### src/rtl/fifo_burst_reader.sv
// fifo_burst_reader: drains a show-ahead FIFO as header-plus-data bursts, flushing stale partial chunks on timeout.
module fifo_burst_reader #(
   parameter int WIDTH        = 32,
   parameter int FIFO_DEPTH   = 4,
   parameter int CHUNKSIZE    = 4,
   parameter int ADDR_WIDTH   = 32,
   parameter int WIN_BITS     = 10,
   parameter int FLUSH_CYCLES = 64
) (
   input  logic                           clk_in,
   input  logic                           reset_in,
   input  logic                           enable_in,
   input  logic [ADDR_WIDTH-1:0]          dstBase_in,
   input  logic [FIFO_DEPTH-1:0]          fDepth_in,
   input  logic [WIDTH-1:0]               fData_in,
   input  logic                           fValid_in,
   input  logic                           fValidChunk_in,
   output logic                           fReady_out,
   output logic                           bHdrValid_out,
   output logic [ADDR_WIDTH-1:0]          bAddr_out,
   output logic [$clog2(CHUNKSIZE):0]     bLen_out,
   input  logic                           bHdrReady_in,
   output logic [WIDTH-1:0]               bData_out,
   output logic                           bValid_out,
   output logic                           bLast_out,
   input  logic                           bReady_in,
   output logic                           busy_out
);
   localparam int LW = $clog2(CHUNKSIZE) + 1;
   localparam int TW = FLUSH_CYCLES > 1 ? $clog2(FLUSH_CYCLES) : 1;
   localparam logic [TW-1:0] TIMER_MAX = TW'(FLUSH_CYCLES == 0 ? 0 : FLUSH_CYCLES - 1);
   typedef enum logic [1:0] {IDLE, HDR, DATA} state_t;
   state_t                state_q, state_d;
   logic [WIN_BITS-1:0]   offset_q, offset_d;
   logic [TW-1:0]         timer_q, timer_d;
   logic [LW-1:0]         rem_q, rem_d, len_q, len_d;
   logic [ADDR_WIDTH-1:0] addr_q, addr_d;
   logic                  chunk_go, flush_go, beat;
   always_comb begin
      chunk_go = enable_in & fValidChunk_in;
      flush_go = (FLUSH_CYCLES != 0) && enable_in && fValid_in && !fValidChunk_in && timer_q == TIMER_MAX;
      beat     = (state_q == DATA) & fValid_in & bReady_in;
      state_d  = state_q;
      offset_d = offset_q;
      timer_d  = '0;
      rem_d    = rem_q;
      len_d    = len_q;
      addr_d   = addr_q;
      case (state_q)
         IDLE: begin
            if (enable_in && fValid_in && !fValidChunk_in && !flush_go) timer_d = timer_q + 1'b1;
            if (chunk_go || flush_go) begin
               state_d = HDR;
               len_d   = chunk_go ? LW'(CHUNKSIZE) : LW'(fDepth_in);
               addr_d  = dstBase_in + ADDR_WIDTH'(offset_q);
            end
         end
         HDR: if (bHdrReady_in) begin
            state_d = DATA;
            rem_d   = len_q;
         end
         DATA: if (beat) begin
            rem_d = rem_q - 1'b1;
            if (rem_q == LW'(1)) begin
               state_d  = IDLE;
               offset_d = offset_q + WIN_BITS'(len_q);
            end
         end
         default: state_d = IDLE;
      endcase
   end
   always_ff @(posedge clk_in or posedge reset_in) begin
      if (reset_in) begin
         state_q  <= IDLE;
         offset_q <= '0;
         timer_q  <= '0;
         rem_q    <= '0;
         len_q    <= '0;
         addr_q   <= '0;
      end else begin
         state_q  <= state_d;
         offset_q <= offset_d;
         timer_q  <= timer_d;
         rem_q    <= rem_d;
         len_q    <= len_d;
         addr_q   <= addr_d;
      end
   end
   assign busy_out      = state_q != IDLE;
   assign bHdrValid_out = state_q == HDR;
   assign bAddr_out     = addr_q;
   assign bLen_out      = len_q;
   assign bValid_out    = (state_q == DATA) & fValid_in;
   assign bData_out     = (state_q == DATA) ? fData_in : '0;
   assign fReady_out    = beat;
   assign bLast_out     = bValid_out & (rem_q == LW'(1));
endmodule
### config.mk
export PLATFORM = sky130hd
export DESIGN_NAME = fifo_burst_reader
export DESIGN_NICKNAME = d
export VERILOG_FILES = /design/src/rtl/fifo_burst_reader.sv
export SDC_FILE = /design/constraint.sdc
export NUM_CORES = 1
export LEC_CHECK = 0
export ABC_CLOCK_PERIOD_IN_PS = 3000
export CORE_ASPECT_RATIO = 1.1
export CORE_UTILIZATION = 29
export DETAILED_ROUTE_END_ITERATION = 10
export DONT_BUFFER_PORTS = 1
export GPL_TIMING_DRIVEN = 0
export HOLD_SLACK_MARGIN = 0.12
export PLACE_DENSITY = 0.49
export SYNTH_ARGS = -nofsm -noshare
export SYNTH_HDL_FRONTEND = slang
export SYNTH_SLANG_ARGS = --single-unit
### constraint.sdc
create_clock -name clk_in -period 3 [get_ports clk_in]
set_input_delay 0.45 -clock clk_in [delete_from_list [all_inputs] [get_ports clk_in]]
set_output_delay 0.45 -clock clk_in [all_outputs]
set_load 0.02 [all_outputs]
==> reports/summary.json, run 1 <==
{
  "postSynthRegisterBits": 56,
  "finalMaxSlewViolations": 0,
  "hold_path.startpoint": "fValidChunk_in",
  "hold_violations": 0,
  "power_per_cell_area_nw_per_um2": 807,
  "root_buffer": "clkbuf_16",
  "wire_length_of_the_first_global_routing_pass_um": 15200,
  "dieWidth_um": 106,
  "clk_pin_slew_worst_paths_ps": 80,
  "synthesis.instances": 390,
  "run_status": "finished clean",
  "core_rows": 41,
  "share_of_synthesized_area_occupied_by_flip_flops_and_latches_pct": 40.4,
  "layout.filler_cells": 1218,
  "synth-main-ff-cell": "dfrtp_1",
  "layout_common_cells": "dfrtp_1 (56), nand2_1 (39), and2_1 (34), o21ai_0 (28), nor2_1 (27)",
  "place_congestion": 0.803,
  "fmaxAchievable_mhz": 362,
  "first_iter_violations": 79,
  "worst_hold_path.num_cells": 1,
  "core-area_um2": 11500,
  "worst_ep_required_time_ps": 3220,
  "port_buffers": 0,
  "fin_tns_setup_ps": 0,
  "maximum_number_of_pins_on_one_net_before_global_route_repair": 33,
  "finalCriticalPeriod_ps": 2770,
  "placedInstanceArea_um2": 3680,
  "timing.final.setup_violations": 0,
  "synth_warnings": 0,
  "avgSynthCellArea_um2": 8.90,
  "viasPerCell": 5.30,
  "die_area_um2": 12400,
  "layout.nets": 492,
  "drt_wl_total_um": 9660,
  "commonest_non_fill_non_tap_cell_in_the_layout": "dfrtp_1",
  "finalPower_uw": 3100,
  "htree_levels": 2,
  "antenna_violating_nets_post_route": 0,
  "grt_pass1_vias": 2866,
  "syn-cell-area_um2": 3470,
  "area_growth_syn_to_layout_pct": 10.8,
  "postLayoutCellArea_um2": 3850,
  "wl_per_cell_um": 17.6,
  "total_leakage_power_uw": 0.00158,
  "holdCritPathClass": "in2reg",
  "worst_path_top_cell_family_by_delay": "compound AO/OA/AOI/OAI gates",
  "fraction_of_final_layout_cells_with_drive_strength_greater_than_1_pct": 6.75,
  "die_outline_height_um": 117,
  "globalRoute.totalOverflow": 0,
  "path_class": "reg2reg",
  "timing.reg2reg.worst_path_depth": 9,
  "hold_slack_ps": 208,
  "critical_path.max_fanout": 10,
  "antenna_cells_inserted": 0,
  "maxCapViolations": 0,
  "timing.rr.start": "offset_q[0]",
  "cp-start-kind": "flip-flop",
  "tritoncts.num_buffers": 5,
  "timing.reg2reg.setup_slack_ps": 230,
  "grt_setup_unrepaired": "no",
  "globalRouteTotalUtil_pct": 16.0,
  "critical_path.max_stage_delay_ps": 450,
  "via_count": 2917,
  "slew_headroom_pct": 52.0,
  "min_delay_worst_endpoint": "timer_q[4]",
  "design.portCount": 147,
  "yosys.cell_types.count": 48,
  "worst_skew_pair.late_latency_ps": 300,
  "hpwl_um": 7410,
  "clock_sink_count": 56,
  "number_of_enable_flip_flop_cells_after_synthesis": 0,
  "crit_chain": "ha_1 > fa_1 > a211oi_1 > o21bai_1 > a211oi_2 > buf_2 > clkbuf_4 > o21ai_0 > a31oi_1",
  "layout.core_utilization_pct": 33.3,
  "worst-slew-pin-transition_ps": 717,
  "timing.critical_path.buf_inv": 2,
  "drt_first_pass_iters": 4,
  "worstReg2RegEnd": "bAddr_out[18]",
  "synth-async-reset-ratio_pct": 100,
  "start_util_pct": 30.1,
  "number_of_antenna_violations_at_the_first_check_in_global_routing": 0,
  "irDropWorstVdd_mv": 0.330,
  "tritoncts": "built",
  "cp.arrival_ps": 2980,
  "fin_skew_ps": 6.49,
  "post_synthesis_net_count": 483,
  "cts-root-to-sink-buffers": 2,
  "endpoint_class_of_the_critical_path": "flip-flop",
  "route.detailed.drc": 0,
  "crit_path_top_delay_cell": "fa_1",
  "fin_crit_sh_pct": 92.2
}
## layer usage
metal  share of wire, %  wire [um]  GRT usage [%]
met4                1.1        110           4.44
met1                 43       4180           19.5
met2                 49       4710           27.7
met3                6.9        668           4.69
met5                  0          0              0
## logic make-up after synthesis
| group | synth area share [%] |
|---|---|
| simple gates | 27.1 |
| compound gates | 16.3 |
| flops | 40.4 |
| buf+inv | 3.96 |
| xor+xnor | 5.05 |
| fa+ha+maj | 6.92 |
| mux | 0.324 |
## flip-flops by register name, summed over array words and instances (netlist names)
register   count
bAddr_out     32
offset_q      10
timer_q        6
bLen_out       3
rem_q          3
state_q        2
## worst max path at each step
stage                   from            end  slack [ps]  cells after the start
2_1_floorplan  dstBase_in[0]  bAddr_out[12]         660                      9
3_3_place_gp   dstBase_in[0]  bAddr_out[18]         200                      9
3_5_place_dp   dstBase_in[0]  bAddr_out[16]         140                      9
4_1_cts          offset_q[0]  bAddr_out[18]         170                      9
5_1_grt          offset_q[0]  bAddr_out[18]          50                      9
6_report         offset_q[0]  bAddr_out[18]         230                      9
## cells in the mapped netlist (4+ instances only)
cell	instances	area share, %
a21oi_1	16	2.3
a31oi_1	19	3.4
and2_1	34	6.1
and3_1	8	1.4
buf_2	5	0.72
clkbuf_1	11	1.2
dfrtp_1	56	40
ha_1	16	5.8
inv_1	13	1.4
nand2_1	39	4.2
nand3_1	21	3.0
nand4_1	7	1.3
nor2_1	27	2.9
nor2b_1	4	0.72
o211ai_1	5	1.1
o21ai_0	28	4.0
o31ai_1	7	1.5
or3_1	9	1.6
or4_1	11	2.4
xnor2_1	11	2.8
xor2_1	9	2.3
## metrics by stage
stage	setup WS (ps)	instances
2_1_floorplan	662	390
3_3_place_gp	198	540
3_5_place_dp	140	541
4_1_cts	171	550
5_1_grt	45.3	550
6_report	234	550
## power by group
part | switching, uW | leakage [uW] | total, uW | internal (uW)
clock network | 289 | 0.0000691 | 622 | 333
logic | 602 | 0.000824 | 943 | 342
registers | 517 | 0.000692 | 1540 | 1020
## worst register-to-register path: cells and delay by family (launching register included)
kind	cells	cell delay, ps
buffers and inverters	2	530
AO/OA/AOI/OAI	5	1080
flip-flops	1	400
adder cells (fa/ha/maj)	2	670
## what timing repair did
item | 4_1_cts | 5_1_grt
gates resized for setup | 0 | 1
hold endpoints to repair | 15 | 0
hold buffers | 1 | 0
setup buffers | 0 | 0
setup endpoints to repair | 0 | 1
## cell type report
cell class                      count  area (um2)  share of cell area [%]
Multi-Input combinational cell    303        1930                    50.3
Sequential cell                    56        1400                    36.4
Tap cell                          150         188                    4.88
Clock buffer                        6         139                    3.61
Buffer                             18        91.3                    2.37
Inverter                           13        48.8                    1.27
Timing Repair Buffer                2        30.0                   0.781
Clock inverter                      2        15.0                   0.390
(Power assumes the default switching activity.)
==> run 2: changes to the inputs <==
--- a/config.mk
+++ b/config.mk
@@ -13,6 +13,7 @@
 export GPL_TIMING_DRIVEN = 0
 export HOLD_SLACK_MARGIN = 0.12
 export PLACE_DENSITY = 0.49
+export SLEW_MARGIN = 20
 export SYNTH_ARGS = -nofsm -noshare
 export SYNTH_HDL_FRONTEND = slang
 export SYNTH_SLANG_ARGS = --single-unit
==> reports/summary.json, run 2 (synthesized netlist as in run 1, its figures left out) <==
{
  "run_status": {"value": "finished clean", "change": "unchanged"},
  "p_int": {"value": 1760, "unit": "uW", "change": "was 1700 uW"},
  "largest_register_ffs": {"value": 32, "change": "unchanged"},
  "timing.critical_path.buf_inv": {"value": 2, "change": "unchanged"},
  "total_leakage_power": {"value": 0.00160, "unit": "uW", "change": "was 0.00158 uW"},
  "placed_cells": {"value": 541, "change": "unchanged"},
  "cp.arrival": {"value": 2940, "unit": "ps", "change": "was 2980 ps"},
  "critical_path_depth": {"value": 9, "change": "unchanged"},
  "clk_pin_slew_worst_paths": {"value": 70, "unit": "ps", "change": "was 80 ps"},
  "commonest_non_fill_non_tap_cell_in_the_layout": {"value": "dfrtp_1", "change": "unchanged"},
  "hpwl": {"value": 7410, "unit": "um", "change": "about the same"},
  "timing.reg2reg.setup_slack": {"value": 280, "unit": "ps", "change": "was 230 ps"},
  "critical_path.max_fanout": {"value": 10, "change": "unchanged"},
  "worst_skew_pair.late_latency": {"value": 300, "unit": "ps", "change": "about the same"},
  "clock_sink_count": {"value": 56, "change": "unchanged"},
  "multi_input_area": {"value": 1930, "unit": "um2", "change": "unchanged"},
  "timing.reg2reg.worst_path_depth": {"value": 9, "change": "unchanged"},
  "drt_wl_total": {"value": 9580, "unit": "um", "change": "was 9660 um"},
  "maxCapViolations": {"value": 0, "change": "unchanged"},
  "worst-slew-pin-transition": {"value": 673, "unit": "ps", "change": "was 717 ps"},
  "grt_setup_unrepaired": {"value": "no", "change": "unchanged"},
  "tritoncts.num_buffers": {"value": 5, "change": "unchanged"},
  "worstReg2RegEnd": {"value": "bAddr_out[18]", "change": "unchanged"},
  "globalRouteTotalUtil": {"value": 15.7, "unit": "%", "change": "was 16.0%"},
  "fmaxAchievable": {"value": 368, "unit": "MHz", "change": "was 362 MHz"},
  "drt_first_pass_iters": {"value": 4, "change": "unchanged"},
  "fin_crit_sh": {"value": 90.7, "unit": "%", "change": "was 92.2%"},
  "layout.filler_cells": {"value": 1225, "change": "was 1218"},
  "finalMaxSlewViolations": {"value": 0, "change": "unchanged"},
  "maximum_number_of_pins_on_one_net_before_global_route_repair": {"value": 33, "change": "unchanged"},
  "combPwrFrac": {"value": 29.9, "unit": "%", "change": "was 30.4%"},
  "endpoint_class_of_the_critical_path": {"value": "flip-flop", "change": "unchanged"},
  "fin_skew": {"value": 6.07, "unit": "ps", "change": "was 6.49 ps"},
  "route.detailed.drc": {"value": 0, "change": "unchanged"},
  "seq_area": {"value": 1400, "unit": "um2", "change": "unchanged"},
  "holdCritPathClass": {"value": "in2reg", "change": "unchanged"},
  "cts-resized-gates": {"value": 0, "change": "unchanged"},
  "p_seq_share": {"value": 48.6, "unit": "%", "change": "was 49.6%"},
  "antenna_cells_inserted": {"value": 0, "change": "unchanged"},
  "area_growth_syn_to_layout": {"value": 11.3, "unit": "%", "change": "was 10.8%"},
  "worst_hold_path.num_cells": {"value": 1, "change": "unchanged"},
  "switchingPower": {"value": 1400, "unit": "uW", "change": "was 1410 uW"},
  "tritoncts": {"value": "built", "change": "unchanged"},
  "grt_pass1_vias": {"value": 2893, "change": "was 2866"},
  "viasPerCell": {"value": 5.31, "change": "was 5.30"},
  "die_area": {"value": 12400, "unit": "um2", "change": "unchanged"},
  "cp-startpoint": {"value": "offset_q[0]", "change": "unchanged"},
  "cp-start-kind": {"value": "flip-flop", "change": "unchanged"},
  "irDropWorstVdd": {"value": 0.257, "unit": "mV", "change": "was 0.330 mV"},
  "crit_path_top_delay_cell": {"value": "fa_1", "change": "unchanged"},
  "slew_headroom": {"value": 55.0, "unit": "%", "change": "was 52.0%"},
  "hold_path.startpoint": {"value": "fValidChunk_in", "change": "unchanged"},
  "htree_levels": {"value": 2, "change": "unchanged"},
  "layout.cells.non_filler": {"value": 551, "change": "was 550"},
  "worst_path_top_cell_family_by_delay": {"value": "compound AO/OA/AOI/OAI gates", "change": "unchanged"},
  "wl_per_cell": {"value": 17.4, "unit": "um", "change": "was 17.6 um"},
  "power_per_cell_area": {"value": 818, "unit": "nW/um2", "change": "was 807 nW/um2"},
  "path_class": {"value": "reg2reg", "change": "unchanged"},
  "root_buffer": {"value": "clkbuf_16", "change": "unchanged"},
  "core_rows": {"value": 41, "change": "unchanged"},
  "crit_top_cell": "buf_2",
  "finalCriticalPeriod": {"value": 2720, "unit": "ps", "change": "was 2770 ps"},
  "worst_ep_required_time": {"value": 3220, "unit": "ps", "change": "about the same"},
  "min_delay_worst_endpoint": {"value": "timer_q[4]", "change": "unchanged"},
  "start_util": {"value": 30.1, "unit": "%", "change": "unchanged"},
  "fraction_of_final_layout_cells_with_drive_strength_greater_than_1": {"value": 6.73, "unit": "%", "change": "was 6.75%"},
  "die_outline_height": {"value": 117, "unit": "um", "change": "unchanged"},
  "power_switching_share": {"value": 44.3, "unit": "%", "change": "was 45.3%"},
  "core-area": {"value": 11500, "unit": "um2", "change": "unchanged"},
  "hold_violations": {"value": 0, "change": "unchanged"},
  "wire_length_of_the_first_global_routing_pass": {"value": 15100, "unit": "um", "change": "was 15200 um"},
  "share_of_total_power_in_the_clock_network": {"value": 21.4, "unit": "%", "change": "was 20.0%"},
  "critical_path.max_stage_delay": {"value": 450, "unit": "ps", "change": "about the same"},
  "layout_common_cells": {"value": "dfrtp_1 (56), nand2_1 (39), and2_1 (34), o21ai_0 (28), nor2_1 (27)", "change": "unchanged"},
  "antenna_violating_nets_post_route": {"value": 0, "change": "unchanged"},
  "port_buffers": {"value": 0, "change": "unchanged"},
  "via_count": {"value": 2924, "change": "was 2917"},
  "crit_chain": {"value": "ha_1 > fa_1 > a211oi_1 > o21bai_1 > a211oi_2 > buf_2 > buf_2 > o21ai_0 > a31oi_1", "change": "was ha_1 > fa_1 > a211oi_1 > o21bai_1 > a211oi_2 > buf_2 > clkbuf_4 > o21ai_0 > a31oi_1"},
  "fin_tns_setup": {"value": 0, "unit": "ps", "change": "unchanged"},
  "number_of_antenna_violations_at_the_first_check_in_global_routing": {"value": 0, "change": "unchanged"},
  "timing.rr.start": {"value": "offset_q[0]", "change": "unchanged"},
  "globalRoute.totalOverflow": {"value": 0, "change": "unchanged"},
  "cts-root-to-sink-buffers": {"value": 2, "change": "unchanged"},
  "design.portCount": {"value": 147, "change": "unchanged"},
  "first_iter_violations": {"value": 86, "change": "was 79"},
  "dieWidth": {"value": 106, "unit": "um", "change": "unchanged"},
  "timing.final.setup_violations": {"value": 0, "change": "unchanged"},
  "layout.nets": {"value": 493, "change": "was 492"},
  "place_congestion": {"value": 0.803, "change": "unchanged"}
}
run 2: changes by cell type in the layout (fill, tap and decap cells not counted), sizes merged:
| cell | change |
|---|---|
| clkinv | +1 |
| buf | +2 |
| clkinvlp | -2 |
| bufinv | +1 |
| clkbuf | -1 |
run 2: how the worst max path moves through the flow:
stage | end | slack (ps)
floorplan | bAddr_out[12] | 660
global placement | bAddr_out[18] | 200
detailed placement | bAddr_out[18] | 150
CTS | bAddr_out[18] | 180
global route | bAddr_out[18] | 50
finish | bAddr_out[18] | 280
run 2: repair_timing:
action	CTS	global route
buffers inserted	0	1
hold buffers	1	0
hold endpoints to repair	24	0
endpoints found under the setup margin	0	1
run 2: power groups by stage:
stage | registers (uW) | clock network (uW) | logic (uW)
finish | 1540 | 677 | 946
global route | 1580 | 722 | 1090
CTS | 1550 | 695 | 963
detailed placement | 1560 | 0 | 956
global placement | 1560 | 0 | 928
floorplan | 1470 | 0 | 787
run 2: routing by layer:
| layer | GRT usage (%) | routed length [um] | share of wire (%) |
|---|---|---|---|
| met1 | 18.7 | 4120 | 43 |
| met2 | 28.0 | 4730 | 49 |
| met3 | 4.19 | 615 | 6.4 |
| met4 | 4.44 | 110 | 1.1 |
| met5 | 0 | 0 | 0 |
run 2: final cells by class:
cell class                      count  share of cell area (%)
Buffer                             18                    2.30
Clock buffer                        6                    3.34
Clock inverter                      2                   0.907
Inverter                           13                    1.33
Multi-Input combinational cell    303                    50.0
Sequential cell                    56                    36.3
Tap cell                          150                    4.86
Timing Repair Buffer                3                   0.972
run 2: per-stage QoR:
stage | instance area (um2) | hold slack (ps) | setup slack [ps] | util [%] | total power, uW
2_1_floorplan | 3470 | 433 | 662 | - | 2250
3_3_place_gp | 3660 | 454 | 198 | 31.7 | 2490
4_1_cts | 3860 | 203 | 183 | 33.4 | 3210
5_1_grt | 3860 | 205 | 51.9 | 33.5 | 3390
6_report | 3860 | 210 | 279 | 33.5 | 3160
3_5_place_dp | 3680 | 331 | 153 | 31.9 | 2520
==> run 3: changes to the inputs <==
--- a/config.mk
+++ b/config.mk
@@ -6,6 +6,7 @@
 export NUM_CORES = 1
 export LEC_CHECK = 0
 export ABC_CLOCK_PERIOD_IN_PS = 3000
+export CAP_MARGIN = 20
 export CORE_ASPECT_RATIO = 1.1
 export CORE_UTILIZATION = 29
 export DETAILED_ROUTE_END_ITERATION = 10
==> results of run 3 <==
Final layout, timing and power as in run 2 (identical DEF).
